## config.mk

```make
export PLATFORM = sky130hd
export DESIGN_NAME = fp16_norm_round
export DESIGN_NICKNAME = d
export VERILOG_FILES = /design/src/rtl/fp16_pkg.sv /design/src/rtl/fp16_round_rne.sv /design/src/rtl/fp16_norm_round.sv
export SDC_FILE = /design/constraint.sdc
export NUM_CORES = 1
export LEC_CHECK = 0
export CAP_MARGIN = 20
export CORE_AREA = 2 2 99 63
export DETAILED_ROUTE_END_ITERATION = 16
export DIE_AREA = 0 0 101 65
export PLACE_DENSITY = 0.78
export SLEW_MARGIN = 20
export SYNTH_ARGS = -nofsm -noshare
export SYNTH_HDL_FRONTEND = slang
export SYNTH_SLANG_ARGS = --single-unit
```

## constraint.sdc

```tcl
create_clock -name clk -period 4.2 [get_ports clk]
set_clock_uncertainty 0.1 [all_clocks]
set_input_delay 0.84 -clock clk [delete_from_list [all_inputs] [get_ports clk]]
set_output_delay 0.84 -clock clk [all_outputs]
set_load 0.1 [all_outputs]
```

## src/rtl/fp16_pkg.sv

```systemverilog
// fp16_pkg: shared constants, operand classes and the stage-1 record for the FP16 multiplier back end.
package fp16_pkg;
    localparam int BIAS   = 15;
    localparam int EXP_W  = 5;
    localparam int FRAC_W = 10;
    localparam int PROD_W = 22;
    localparam int E_W    = EXP_W + 2;
    localparam logic [15:0] QNAN = 16'h7E00;
    localparam int F_INV = 3;
    localparam int F_OVF = 2;
    localparam int F_UNF = 1;
    localparam int F_INX = 0;
    typedef enum logic [2:0] {C_NORM, C_ZERO, C_INF, C_NAN, C_INVALID} cls_t;
    typedef struct packed {
        logic                   sign;
        cls_t                   cls;
        logic signed [E_W-1:0]  e;
        logic [FRAC_W-1:0]      frac;
        logic                   guard;
        logic                   sticky;
    } s1_t;
endpackage

```

## src/rtl/fp16_round_rne.sv

```systemverilog
// fp16_round_rne: round-to-nearest-even increment of a normalised fraction, reporting carry-out.
module fp16_round_rne
    import fp16_pkg::*;
(
    input  logic [FRAC_W-1:0] frac,
    input  logic              guard,
    input  logic              sticky,
    output logic [FRAC_W-1:0] frac_r,
    output logic              carry
);
    assign {carry, frac_r} = {1'b0, frac} + {{FRAC_W{1'b0}}, guard & (sticky | frac[0])};
endmodule

```

## src/rtl/fp16_norm_round.sv

```systemverilog
// fp16_norm_round: two-stage normalise / round / exception back end of an FP16 multiplier.
module fp16_norm_round
    import fp16_pkg::*;
(
    input  logic              clk,
    input  logic              rst,
    input  logic              in_valid,
    output logic              in_ready,
    input  logic [15:0]       op_a,
    input  logic [15:0]       op_b,
    input  logic [PROD_W-1:0] product,
    output logic              out_valid,
    input  logic              out_ready,
    output logic [15:0]       result,
    output logic [3:0]        flags
);
    logic s1_valid, s2_valid, s1_advance;
    s1_t s1, s1_d;
    logic [EXP_W-1:0] ea, eb;
    logic [FRAC_W-1:0] fa, fb, frac_r;
    logic zero_a, zero_b, inf_a, inf_b, nan_a, nan_b, hi, carry, ovf, unf;
    logic signed [E_W-1:0] e2;
    logic [15:0] res_d;
    logic [3:0] flg_d;

    assign s1_advance = !s2_valid || out_ready;
    assign in_ready   = !s1_valid || s1_advance;
    assign out_valid  = s2_valid;

    assign {ea, fa} = op_a[14:0];
    assign {eb, fb} = op_b[14:0];
    assign zero_a = ea == '0;
    assign zero_b = eb == '0;
    assign inf_a  = &ea && fa == '0;
    assign inf_b  = &eb && fb == '0;
    assign nan_a  = &ea && |fa;
    assign nan_b  = &eb && |fb;
    assign hi     = product[PROD_W-1];

    // Stage 1: classify operands, sum exponents and normalise the mantissa product.
    always_comb begin
        s1_d.sign   = op_a[15] ^ op_b[15];
        s1_d.cls    = (nan_a || nan_b) ? C_NAN :
                      ((inf_a && zero_b) || (inf_b && zero_a)) ? C_INVALID :
                      (inf_a || inf_b) ? C_INF :
                      (zero_a || zero_b) ? C_ZERO : C_NORM;
        s1_d.e      = {2'b0, ea} + {2'b0, eb} + {{(E_W-1){1'b0}}, hi} - E_W'(BIAS);
        s1_d.frac   = hi ? product[20:11] : product[19:10];
        s1_d.guard  = hi ? product[10] : product[9];
        s1_d.sticky = hi ? |product[9:0] : |product[8:0];
    end

    fp16_round_rne u_rnd (
        .frac   (s1.frac),
        .guard  (s1.guard),
        .sticky (s1.sticky),
        .frac_r (frac_r),
        .carry  (carry)
    );

    assign e2  = s1.e + {{(E_W-1){1'b0}}, carry};
    assign ovf = e2 >= $signed(E_W'(2**EXP_W - 1));
    assign unf = e2 <= $signed(E_W'(0));

    // Stage 2: resolve specials, overflow and underflow around the rounded value.
    always_comb begin
        res_d = {s1.sign, e2[EXP_W-1:0], frac_r};
        flg_d = '0;
        if (s1.cls == C_NAN) res_d = QNAN;
        else if (s1.cls == C_INVALID) begin
            res_d = QNAN;
            flg_d[F_INV] = 1'b1;
        end
        else if (s1.cls == C_INF) res_d = {s1.sign, {EXP_W{1'b1}}, {FRAC_W{1'b0}}};
        else if (s1.cls == C_ZERO) res_d = {s1.sign, 15'h0};
        else if (ovf) begin
            res_d = {s1.sign, {EXP_W{1'b1}}, {FRAC_W{1'b0}}};
            flg_d[F_OVF] = 1'b1;
            flg_d[F_INX] = 1'b1;
        end
        else if (unf) begin
            res_d = {s1.sign, 15'h0};
            flg_d[F_UNF] = 1'b1;
            flg_d[F_INX] = 1'b1;
        end
        else flg_d[F_INX] = s1.guard | s1.sticky;
    end

    // Pipeline occupancy and the output register; results hold while the consumer stalls.
    always_ff @(posedge clk or posedge rst) begin
        if (rst) begin
            s1_valid <= 1'b0;
            s2_valid <= 1'b0;
            result   <= '0;
            flags    <= '0;
        end else begin
            if (in_ready) s1_valid <= in_valid;
            if (s1_advance) s2_valid <= s1_valid;
            if (s1_advance && s1_valid) begin
                result <= res_d;
                flags  <= flg_d;
            end
        end
    end

    // Stage-1 datapath register, loaded only on an accepted beat.
    always_ff @(posedge clk) begin
        if (in_valid && in_ready) s1 <= s1_d;
    end
endmodule

```

Yosys cells after proc, flatten, opt, wreduce, memory -nomap -nowiden
Cells that the tools add are included.
Widths: inputs -> output; s select.

storage, ports and cells
  register bits after elaboration = 45
  input bits = 58

cells by class
  $add $sub $neg = 5
  $lt $le $gt $ge = 2
  equal/unequal tests = 4
  mux-type cells = 22
  bitwise gates (word level) = 4
  reduce and logical (&&, ||, !) cells = 26

operators with widths
  operator             count
  $mux 15              4
  $mux 16              2
  $reduce_or 10->1     3
  $logic_not 10->1     2
  $mux 3               4
  $add 10x1->11        1
  $logic_not 5->1      2
  $mux 10              1
  $reduce_and 5->1     2
  $mux 1               9
  $reduce_or 9->1      1
  $logic_and 1x1->1    8
  $add 6x1->7          1
  $add 7x1->7          1
  $ge 7x6->1 const B   1
  $le 7x1->1 const B   1
  $sub 7x4->7 const B  1
  $add 5x5->6          1
  $eq 3x2->1 const B   2
  $logic_or 1x1->1     6
  $mux 4               1
  $eq 3x1->1 const B   1
  $eq 3x3->1 const B   1
  $logic_not 1->1      2
  4 further kinds      5

Depth between registers and ports, before layout
  depth after elaboration = 11
  mapped depth = 13
  depth with buffers taken out = 13

Hierarchy
From an unflattened synthesis, not the netlist that was laid out.

unflattened totals
  cell total of the unflattened synthesis = 224
  area, all modules = 2508.7 um^2

modules (own cells, without submodules)
  module           instances  cells an instance  area each (um^2)  seq. area each (um^2)
  fp16_norm_round  1          202                2333.5            1241.2
  fp16_round_rne   1          22                 175.2             0.0

Least setup slack after synthesis
OpenSTA, ideal clock, no wires.

  path kind = reg-to-reg
  start = register s1[1] (netlist bit)
  end = register result[9]
  setup time = 0.124 ns
  arrival = 2.932 ns
  required time = 3.976 ns
  setup slack = 1.044 ns
  cell stages (with the launch flop) = 14
  path buffers = 0
  clock period less this slack = 3.156 ns
  path through = edfxtp_1 > and2_1 > ha_1 > nand3_1 > nor2_1 > and3_1 > and3_1 > ha_1 > ha_1 > or4_1 > a2bb2oi_1 > mux2_2 > a31oi_1 > nor3_1

on the way
  longest elaborated chain between the ends = 10
  elaborated cells between the ends (all ways) = 11

ends and longest elaborated chain
  item                    RTL line                RTL
  from (decl)             fp16_norm_round.sv:18   s1_t s1, s1_d;
  from (signal assigned)  fp16_norm_round.sv:108  if (in_valid && in_ready) s1 <= s1_d;
  $and 1x1->1 *           fp16_round_rne.sv:11    assign {carry, frac_r} = {1'b0, frac} + {{FRAC_W{1'b0}}, guard & (sticky | frac[0])};
  $add 10x1->11 *         fp16_round_rne.sv:11
  $add 7x1->7             fp16_norm_round.sv:61   assign e2 = s1.e + {{(E_W-1){1'b0}}, carry};
  $le 7x1->1              fp16_norm_round.sv:63   assign unf = e2 <= $signed(E_W'(0));
  $mux 15                 fp16_norm_round.sv:81   else if (unf) begin
  $mux 15 *               fp16_norm_round.sv:76   else if (ovf) begin
  $mux 15 *               fp16_norm_round.sv:75   else if (s1.cls == C_ZERO) res_d = {s1.sign, 15'h0};
  $mux 15 *               fp16_norm_round.sv:74   else if (s1.cls == C_INF) res_d = {s1.sign, {EXP_W{1'b1}}, {FRAC_W{1'b0}}};
  $mux 16 *               fp16_norm_round.sv:70   else if (s1.cls == C_INVALID) begin
  $mux 16 *               fp16_norm_round.sv:69   if (s1.cls == C_NAN) res_d = QNAN;
  to (signal assigned)    fp16_norm_round.sv:100  result <= res_d;
  to (decl)               fp16_norm_round.sv:14   output logic [15:0] result,

Mark *: on every way between the ends. The rest lies on a longest branch, timed or not.
A chain may end at the register's enable or synchronous reset.

Final worst setup path
  start = register s1[1] (netlist bit)
  end = register result[8]

The elaborated chain is that of the path after synthesis.

==> impl_metrics.json <==
{
  "die_y_um": 65,
  "p_per_area_nw_per_um2": 390,
  "worst_hold_path_type": "reg -> reg",
  "grt_pass1_vias": 2033,
  "antenna_found_initial": 0,
  "dr.pass1.iters": 4,
  "relSlewSlack_pct": 31.9,
  "crit_chain": "and2_1, ha_1, nand3_1, nor2_1, and3_1, and3_1, ha_1, ha_1, or4_1, a2bb2oi_1, mux2_2, nand4_4, o21ai_0",
  "ioPinCount": 80,
  "total_power_mw": 1.38,
  "htree_levels": 2,
  "finalMaxSlewViolations": 0,
  "crit_type": "reg -> reg",
  "cpPeakStageDelay_ns": 0.51,
  "use_met1_pct": 24.3,
  "cp_common_cell": "ha_1",
  "tightest_slew_ns": 1.02,
  "cts_tree": "done",
  "critPathCaptureType": "flip-flop",
  "met3_usage_pct": 4.53,
  "drive_gt1_share_pct": 8.51,
  "synthArstFlopShare_pct": 48.9,
  "coreArea_um2": 5780,
  "synth-seq-area-share_pct": 48.5,
  "die_w_um": 101,
  "synth.distinct_cells": 45,
  "top_usage_layer": "met2",
  "leakagePower_nw": 1.41,
  "finalCoreUtilization_pct": 61.2,
  "grt_max_degree": 24,
  "synth_nets": 319,
  "clock-sinks": 45,
  "yosysWarnings": 0,
  "grt_setup_unrepaired": "no",
  "synth_edf_count": 23,
  "fin_tns_setup_ns": 0,
  "nets": 400,
  "synth.area.top_cells": "edfxtp_1 27%, dfrtp_1 22%, ha_1 6.4%",
  "cts_resized": 0,
  "cts-buffers-inserted": 5,
  "initial_utilization_pct": 44.3,
  "root_buffer": "clkbuf_8",
  "syn_area_um2": 2560,
  "clockBufferDepth": 2,
  "syn_to_final_growth_pct": 38.2,
  "whs_ns": 0.386,
  "syn_avg_cell_area_um2": 10.4,
  "post_cts_buffers": 0,
  "diodes": 0,
  "min_period_ns": 3.37,
  "synthFlopType": "edfxtp_1",
  "place_congestion": 0.887,
  "reg2reg_slack_ns": 0.83,
  "ant_nets": 0,
  "cp-start-kind": "flip-flop",
  "clk_pin_slew_ns": 0.09,
  "grt_first_pass_wirelength_um": 8970,
  "max_freq_ghz": 0.297,
  "port_buffers": 79,
  "clk_latency_ns": 0.30,
  "std_cell_rows": 22,
  "grt_use_total_pct": 17.5,
  "finalSetupViolCount": 0,
  "dieArea_um2": 6570,
  "drt_iter0_drc": 80,
  "overflow": 0,
  "maxCapViolCount": 0,
  "hold_buffers": 0,
  "required_ns": 4.29,
  "ys_seq_elements": 45,
  "hold_viol": 0,
  "syn-instance-count": 247,
  "synth_top_area_share_pct": 27.0,
  "crit_path_max_fanout": 9,
  "drt_wl_total_um": 5150,
  "yosysTopAreaCell": "edfxtp_1",
  "outcome": "completed",
  "peakVddDrop_v": 0.000176,
  "via_count": 2025,
  "finalCritPeriodShare_pct": 80.2,
  "vias_per_cell": 5.05,
  "drc_errors": 0,
  "slowest_stage": "or4_1",
  "grtUsageMet2_pct": 26.9,
  "dpl_cell_area_um2": 3420,
  "dp_hpwl_um": 4270,
  "design_area_um2": 3540,
  "post_drt_wl_per_cell_um": 12.8,
  "cp.arrival_ns": 3.45
}
## synth_stat cells (6+ instances only)
cell and number:
xor2_1 6, edfxtp_1 23, a21oi_1 10, dfrtp_1 22, nand2_1 23, nand3_1 8, o21ai_0 18, inv_1 19
nor4_1 6, mux2_2 12, ha_1 13, xnor2_1 14, nor2_1 20
## state kept, by name, summed over array words and instances (netlist names)
signal     flops
s1            23
result        16
flags          4
out_valid      1
s1_valid       1
## cells in the final DEF, fill, tap and decap left out, types with 4 or more instances in the layout
cell type,synthesis,routed
edfxtp_1,23,23
nand4_1,4,4
clkbuf_8,0,5
inv_1,19,19
o21ai_0,18,18
a21oi_1,10,10
nor4_1,6,6
mux2_2,12,12
nand3_1,8,8
clkdlybuf4s50_1,0,78
nand2b_1,4,4
nor2_1,20,20
nor3_1,4,4
dfrtp_1,22,22
ha_1,13,13
nand2_1,23,23
xor2_1,6,6
xnor2_1,14,14
## logic make-up after synthesis
kind of cell	after synthesis	share of synthesized area (%)
adders and majority gates	14	7.14
xor gates and xnor gates	20	6.85
DFF	45	48.5
muxes	13	5.67
AOI/OAI and AO/OA	43	10.2
buffers and inverters	25	3.72
and+or+nand+nor	87	17.9
## routing by layer
layer  vias to the layer above  wire length, µm
met5                         -                0
met4                         0               56
met1                       925             2610
met3                         8              274
li1                       1039                -
met2                        53             2210
## per-stage QoR
step	instances	setup slack (ns)
global placement	393	0.941
CTS	401	0.841
finish	401	0.831
floorplan	247	1.04
global route	401	0.655
detailed placement	393	0.841
## critical path, delay by kind of cell (launching register included)
kind                       cells  cell delay (ns)
and+or+nand+nor                7             1.41
muxes                          1             0.31
AOI/OAI and AO/OA              2             0.26
DFF                            1             0.45
adders and majority gates      3             0.71
## area by class of cell
class | count | area, µm²
clock buffer | 5 | 68.8
clock inverter | 3 | 46.3
fill | 482 | 2240
inverter | 19 | 71.3
multi-input combinational | 177 | 1220
sequential | 45 | 1240
tap | 72 | 90.1
timing repair buffer | 80 | 796
## power breakdown
group	leakage [nW]	internal (mW)	total [mW]	switching, mW
registers	0.495	0.522	0.559	0.0378
clock network	0.0543	0.178	0.328	0.150
logic	0.860	0.166	0.492	0.326
## path summary, 6_finish.rpt
kind / depth (start not counted) / start / to
worst min-delay path: 2 / result[1] / result[1]
min in group asynchronous: 2 / rst / out_valid
worst max register to register: 13 / s1[1] / result[8]
max in group asynchronous: 2 / rst / result[15]
worst max-delay path: 13 / s1[1] / result[8]
worst min register to register: 2 / result[1] / result[1]
No activity file was read; power rests on OpenSTA's default activity.
